### src/rtl/uart_rx_engine_if.sv
// uart_rx_engine_if: serial line, frame config, read strobe and received byte/status of the UART receiver
//   master (processor side): drives rx, bit_time, eight, pen, ohel, clr_rdy; reads data, status
//   slave  (receiver side):  reads rx, bit_time, eight, pen, ohel, clr_rdy; drives data, status
interface uart_rx_engine_if #(parameter int BT_W = 19);
  logic            rx;
  logic [BT_W-1:0] bit_time;
  logic            eight;
  logic            pen;
  logic            ohel;
  logic            clr_rdy;
  logic [7:0]      data;
  logic [7:0]      status;
  modport master (output rx, bit_time, eight, pen, ohel, clr_rdy, input data, status);
  modport slave  (input rx, bit_time, eight, pen, ohel, clr_rdy, output data, status);
endinterface

### src/rtl/uart_rx_engine.sv
// uart_rx_engine: UART receiver sampling each bit mid-cell at a programmable bit time
//   clk      system clock, rising edge
//   reset_n  asynchronous active-low reset
//   bus      slave modport: rx line, bit_time/eight/pen/ohel config and clr_rdy in; data and
//            status = {4'b0, ovf, ferr, perr, rxrdy} out
module uart_rx_engine #(parameter int BT_W = 19) (
  input logic             clk,
  input logic             reset_n,
  uart_rx_engine_if.slave bus
);
  typedef enum logic [1:0] {IDLE, START, SHIFT} state_t;
  state_t          r_state, w_next;
  logic [1:0]      r_sync;
  logic            r_rxs_d;
  logic [BT_W-1:0] r_cnt, r_bits, r_kk;
  logic            r_eight, r_pen, r_ohel;
  logic [8:0]      r_sh;
  logic [7:0]      r_data;
  logic            r_rxrdy, r_ovf, r_ferr, r_perr;
  logic            w_rxs, w_fall, w_half, w_bit_end, w_last;
  logic            w_latch, w_sample, w_load, w_clr_cnt, w_par, w_perr;
  logic [7:0]      w_data;
  logic [BT_W-1:0] w_kk;
  assign w_rxs     = r_sync[1];
  assign w_fall    = r_rxs_d & ~w_rxs;
  assign w_kk      = bus.bit_time < BT_W'(4) ? BT_W'(4) : bus.bit_time;
  assign w_half    = r_cnt == (r_kk >> 1) - BT_W'(1);
  assign w_bit_end = r_cnt == r_kk - BT_W'(1);
  // samples taken before the stop bit: data bits plus optional parity
  assign w_last    = r_bits == BT_W'(r_eight ? 4'd8 : 4'd7) + BT_W'(r_pen);
  // pre-stop samples sit right-justified at the top of r_sh, parity (if any) in bit 8
  assign w_par     = r_sh[8];
  assign w_data    = r_pen ? (r_eight ? r_sh[7:0] : {1'b0, r_sh[7:1]})
                           : (r_eight ? r_sh[8:1] : {1'b0, r_sh[8:2]});
  assign w_perr    = r_pen & (((^w_data) ^ w_par) != r_ohel);
  always_ff @(posedge clk or negedge reset_n)
    if (!reset_n) r_state <= IDLE;
    else          r_state <= w_next;
  always_comb begin
    w_next = r_state == IDLE  ? (w_fall ? START : IDLE)
           : r_state == START ? (w_half ? (w_rxs ? IDLE : SHIFT) : START)
           : (w_load ? IDLE : SHIFT);
  end
  always_comb begin
    w_latch   = r_state == IDLE && w_fall;
    w_sample  = r_state == SHIFT && w_bit_end;
    w_load    = w_sample && w_last;
    w_clr_cnt = r_state == IDLE || (r_state == START && w_half) || w_sample;
  end
  always_ff @(posedge clk or negedge reset_n)
    if (!reset_n) begin
      r_sync  <= 2'b11;
      r_rxs_d <= 1'b1;
      r_cnt   <= '0;
      r_bits  <= '0;
      r_kk    <= BT_W'(4);
      r_eight <= 1'b0;
      r_pen   <= 1'b0;
      r_ohel  <= 1'b0;
      r_sh    <= '0;
      r_data  <= '0;
      r_rxrdy <= 1'b0;
      r_ovf   <= 1'b0;
      r_ferr  <= 1'b0;
      r_perr  <= 1'b0;
    end else begin
      r_sync  <= {r_sync[0], bus.rx};
      r_rxs_d <= w_rxs;
      r_cnt   <= w_clr_cnt ? '0 : r_cnt + BT_W'(1);
      r_bits  <= r_state != SHIFT ? '0 : r_bits + BT_W'(w_sample);
      if (w_latch) begin
        r_kk    <= w_kk;
        r_eight <= bus.eight;
        r_pen   <= bus.pen;
        r_ohel  <= bus.ohel;
      end
      if (w_sample) r_sh <= {w_rxs, r_sh[8:1]};
      // a completing frame takes priority over a coincident read strobe
      if (w_load) begin
        r_data  <= w_data;
        r_rxrdy <= 1'b1;
        r_ovf   <= r_rxrdy & ~bus.clr_rdy;
        r_ferr  <= ~w_rxs;
        r_perr  <= w_perr;
      end else if (bus.clr_rdy) begin
        r_rxrdy <= 1'b0;
        r_ovf   <= 1'b0;
        r_ferr  <= 1'b0;
        r_perr  <= 1'b0;
      end
    end
  assign bus.data   = r_data;
  assign bus.status = {4'b0000, r_ovf, r_ferr, r_perr, r_rxrdy};
endmodule
### src/flat_wrapper.sv
// flat-port wrapper written by rule: the top's interface ports become plain ports
module uart_rx_engine_flat 
#(parameter int BT_W = 19)
  (clk, reset_n, bus_rx, bus_bit_time, bus_eight, bus_pen, bus_ohel, bus_clr_rdy, bus_data, bus_status);
  uart_rx_engine_if #(.BT_W(BT_W)) bus_i ();
  input logic clk;
  input logic reset_n;
  input wire logic [$bits(bus_i.rx)-1:0] bus_rx;
  input wire logic [$bits(bus_i.bit_time)-1:0] bus_bit_time;
  input wire logic [$bits(bus_i.eight)-1:0] bus_eight;
  input wire logic [$bits(bus_i.pen)-1:0] bus_pen;
  input wire logic [$bits(bus_i.ohel)-1:0] bus_ohel;
  input wire logic [$bits(bus_i.clr_rdy)-1:0] bus_clr_rdy;
  output wire logic [$bits(bus_i.data)-1:0] bus_data;
  output wire logic [$bits(bus_i.status)-1:0] bus_status;
  assign bus_i.rx = bus_rx;
  assign bus_i.bit_time = bus_bit_time;
  assign bus_i.eight = bus_eight;
  assign bus_i.pen = bus_pen;
  assign bus_i.ohel = bus_ohel;
  assign bus_i.clr_rdy = bus_clr_rdy;
  assign bus_data = bus_i.data;
  assign bus_status = bus_i.status;
  uart_rx_engine #(.BT_W(BT_W)) u_core (.clk(clk), .reset_n(reset_n), .bus(bus_i));
endmodule
### config.mk
export PLATFORM = sky130hd
export DESIGN_NAME = uart_rx_engine_flat
export DESIGN_NICKNAME = d
export VERILOG_FILES = /design/src/rtl/uart_rx_engine_if.sv /design/src/rtl/uart_rx_engine.sv /design/src/flat_wrapper.sv
export SDC_FILE = /design/constraint.sdc
export NUM_CORES = 1
export LEC_CHECK = 0
export CAP_MARGIN = 20
export CORE_ASPECT_RATIO = 0.75
export CORE_MARGIN = 5
export CORE_UTILIZATION = 55
export CTS_CLUSTER_DIAMETER = 40
export CTS_CLUSTER_SIZE = 28
export DETAILED_ROUTE_END_ITERATION = 12
export GPL_TIMING_DRIVEN = 0
export PLACE_DENSITY = 0.78
export SLEW_MARGIN = 40
export SYNTH_ARGS = -nofsm -noshare
export SYNTH_HDL_FRONTEND = slang
export SYNTH_SLANG_ARGS = --single-unit
export TNS_END_PERCENT = 30
### constraint.sdc
create_clock -name clk -period 6.5 [get_ports clk]
set_clock_uncertainty 0.05 [all_clocks]
set_input_delay 0.975 -clock clk [delete_from_list [all_inputs] [get_ports clk]]
set_output_delay 0.975 -clock clk [all_outputs]
set_load 0.01 [all_outputs]
==> impl_metrics.env <==
export IMPL_status="completed"
export IMPL_ctsHtreeMaxLevel=3
export IMPL_setup_violations=0
export IMPL_p_seq_frac=0.322
export IMPL_tritoncts="built"
export IMPL_synthArstFlopShare=1.00
export IMPL_cts_resized_gates=0
export IMPL_slew_violations=0
export IMPL_layout_common_cells="dfrtp_1 (82), xnor2_1 (58), nor2_1 (47)"
export IMPL_grt_pass1_vias=4332
export IMPL_drt_antenna_violating_nets=0
export IMPL_drt_first_pass_iters=5
export IMPL_synth_enable_flop_cells=0
export IMPL_cts_root_buffer="clkbuf_16"
export IMPL_min_path_cells=0
export IMPL_io_pins=42
export IMPL_drive_gt1_frac=0.123
export IMPL_ff2ff_setup_slack_ns=1.24
export IMPL_final_cell_count_no_fill=766
export IMPL_reg2reg_to="u_core.r_bits[16]"
export IMPL_cts_sinks=86
export IMPL_cts_max_path_buffers=2
export IMPL_p_int_mw=1.28
export IMPL_peakVddDrop_mv=0.152
export IMPL_grt_overflow_total=0
export IMPL_dp_cells=750
export IMPL_synth_area_leader_cell="dfrtp_1"
export IMPL_relSlewSlack=0.471
export IMPL_rows=31
export IMPL_whs_ns=0.307
export IMPL_worstMarginPinSlew_ns=0.791
export IMPL_ff_latch_area_sq_um=2160
export IMPL_rsz0062_at_grt="false"
export IMPL_routed_top_layer="met4"
export IMPL_switchingPower_mw=0.861
export IMPL_synth_warnings=0
export IMPL_synth_seq_cells=86
export IMPL_final_common_cell="dfrtp_1"
export IMPL_routed_via_density=5.86
export IMPL_vias=4488
export IMPL_dp_hpwl_microns=9700
export IMPL_comb_power_share=0.444
export IMPL_drtIter0Drc=390
export IMPL_final_nets=662
export IMPL_nFillCells=750
export IMPL_insertion_delay_ns=0.35
export IMPL_yosysUniqueCellTypes=61
export IMPL_power_leakage_nw=2.56
export IMPL_area_delta_synth_final_pct=16.1
export IMPL_syn_area_per_cell_sq_um=9.52
export IMPL_synthFlopType="dfrtp_1"
export IMPL_path_max_fanout=10
export IMPL_wirelength_microns=13200
export IMPL_multiInputGateArea_sq_um=3070
export IMPL_hp_start="u_core.r_sync[0]"
export IMPL_fp_dieH_microns=96.5
export IMPL_finalCritPeriodShare=0.809
export IMPL_place_gp_congestion=0.927
export IMPL_start_util=0.566
export IMPL_drc=0
export IMPL_r2r_start="u_core.r_kk[1]"
export IMPL_hold_viol=0
export IMPL_wire_per_inst_microns=17.2
export IMPL_ys_seq_area_frac=0.393
export IMPL_drv_cap=0
export IMPL_die_area_sq_um=12100
export IMPL_tns_ns=0
export IMPL_hp_class="register to register"
export IMPL_swShare=0.402
export IMPL_cts_hold_buf=0
export IMPL_core_area_sq_um=9700
export IMPL_wl_met2_microns=5620
export IMPL_pwr_share_clk=0.234
export IMPL_grt_usage=0.230
export IMPL_synth_area_leaders="dfrtp_1 (37%), xnor2_1 (9.3%), mux2_2 (5.3%)"
export IMPL_min_to="u_core.r_sync[1]"
export IMPL_antenna_found_initial=0
export IMPL_arrival_ns=5.42
export IMPL_timing_worst_setup_path_type="register to register"
export IMPL_pwr_density_cell_nw_per_um2=336
export IMPL_synth_top_cell_area_share=0.374
export IMPL_clkTransAtPathRegs_ns=0.07
export IMPL_cp_start_kind="register"
export IMPL_cp_data_required_time_ns=6.66
export IMPL_wl_met3_microns=1080
export IMPL_ff2ff_path_depth=19
export IMPL_wl_met1_microns=6290
export IMPL_period_minus_slack_ns=5.26
export IMPL_numCtsBuffers=9
export IMPL_n_antenna_cell=0
export IMPL_grt_pass1_wl_microns=22100
export IMPL_fmax_mhz=190
export IMPL_postCtsSetupBuffers=0
export IMPL_netlist_instances=577
export IMPL_grt_max_degree=63
export IMPL_die_width_microns=125
export IMPL_endpoint_kind="register"
export IMPL_io_buffers=37
export IMPL_syn_area_sq_um=5490
worst max-delay path, stage by stage, from the launching register on:
cell	delay, ns
dfrtp_1	0.37
clkbuf_1	0.26
inv_1	0.18
ha_1	0.36
or3b_1	0.47
nor4_1	0.42
a21boi_0	0.16
o311ai_0	0.65
nand2_1	0.15
nor4_2	0.29
buf_4	0.27
buf_6	0.17
ha_1	0.19
ha_1	0.18
and3_1	0.20
nand3_1	0.22
nor2_1	0.23
nand3_1	0.11
xor2_1	0.15
nor2_1	0.06
power groups by stage:
stage / Clock, mW / Combinational, mW / Sequential [mW]
finish: 0.501 / 0.950 / 0.690
global route: 0.536 / 1.04 / 0.701
CTS: 0.512 / 0.931 / 0.689
detailed placement: 0 / 0.924 / 0.697
global placement: 0 / 0.888 / 0.695
floorplan: 0 / 0.709 / 0.676
area by class of cell:
cell class / instances / area share
plain buffers: 48 / 0.0363
flip-flops and latches: 86 / 0.338
clock buffers: 10 / 0.0375
inverters: 15 / 0.00883
clock inverters: 6 / 0.00844
repair buffers: 38 / 0.0626
well taps: 132 / 0.0259
multi-input cells: 431 / 0.482
metal layers:
metal | vias up | track usage
li1 | 2125 | -
met1 | 2170 | 0.330
met2 | 177 | 0.339
met3 | 16 | 0.0615
met4 | 0 | 0.0767
met5 | - | 0
metrics by stage:
stage / worst slack, ns / utilization / area [sq um] / power [mW]
4_1_cts: 1.30 / 0.657 / 6370 / 2.13
6_report: 1.24 / 0.658 / 6380 / 2.14
3_3_place_gp: 1.32 / 0.623 / 6040 / 1.58
5_1_grt: 0.904 / 0.658 / 6380 / 2.27
2_1_floorplan: 2.29 / - / 5500 / 1.38
3_5_place_dp: 1.34 / 0.627 / 6080 / 1.62
Yosys cell counts, types with 5 or more instances:
cell      count
dfrtp_1      82
xnor2_1      58
nor2_1       47
nand2_1      32
clkbuf_1     28
xor2_1       28
mux2_2       26
nand3_1      25
nor3_1       23
mux2i_1      20
o21ai_0      15
inv_1        14
nor4_1       14
nand4_1      12
a21oi_1      11
or4_1        11
buf_4        10
and3_1        9
mux2_1        9
nor3b_1       8
or3_1         8
ha_1          7
nand2b_1      7
buf_2         5
nor2b_1       5
how the worst max path moves through the flow:
stage                   start           endpoint  slack, ns  cells past startpoint
6_report       u_core.r_kk[1]  u_core.r_bits[16]       1.24                     19
5_1_grt        u_core.r_kk[1]  u_core.r_bits[10]       0.90                     19
4_1_cts        u_core.r_kk[1]  u_core.r_bits[16]       1.30                     19
3_5_place_dp   u_core.r_kk[1]  u_core.r_bits[16]       1.34                     19
3_3_place_gp   u_core.r_kk[1]  u_core.r_bits[16]       1.32                     18
2_1_floorplan  u_core.r_kk[1]  u_core.r_bits[16]       2.29                     18
flip-flops by register name (all words and copies together), names as in the netlist:
register         cells
u_core.r_cnt        19
u_core.r_sh          9
u_core.r_state       2
u_core.r_perr        1
u_core.r_sync        2
u_core.r_bits       19
u_core.r_eight       1
u_core.r_rxrdy       1
u_core.r_ovf         1
u_core.bus.data      8
u_core.r_rxs_d       1
u_core.r_pen         1
u_core.r_ohel        1
u_core.r_kk         19
u_core.r_ferr        1
cell families after synthesis:
logic type,synth area share
flip-flops,0.393
AO/OA/AOI/OAI,0.0709
adder cells (fa/ha/maj),0.0160
multiplexers,0.108
other,0.000683
buffers and inverters,0.0524
XOR/XNOR,0.137
AND/OR/NAND/NOR,0.222
Power figures use the tool's default switching activity.
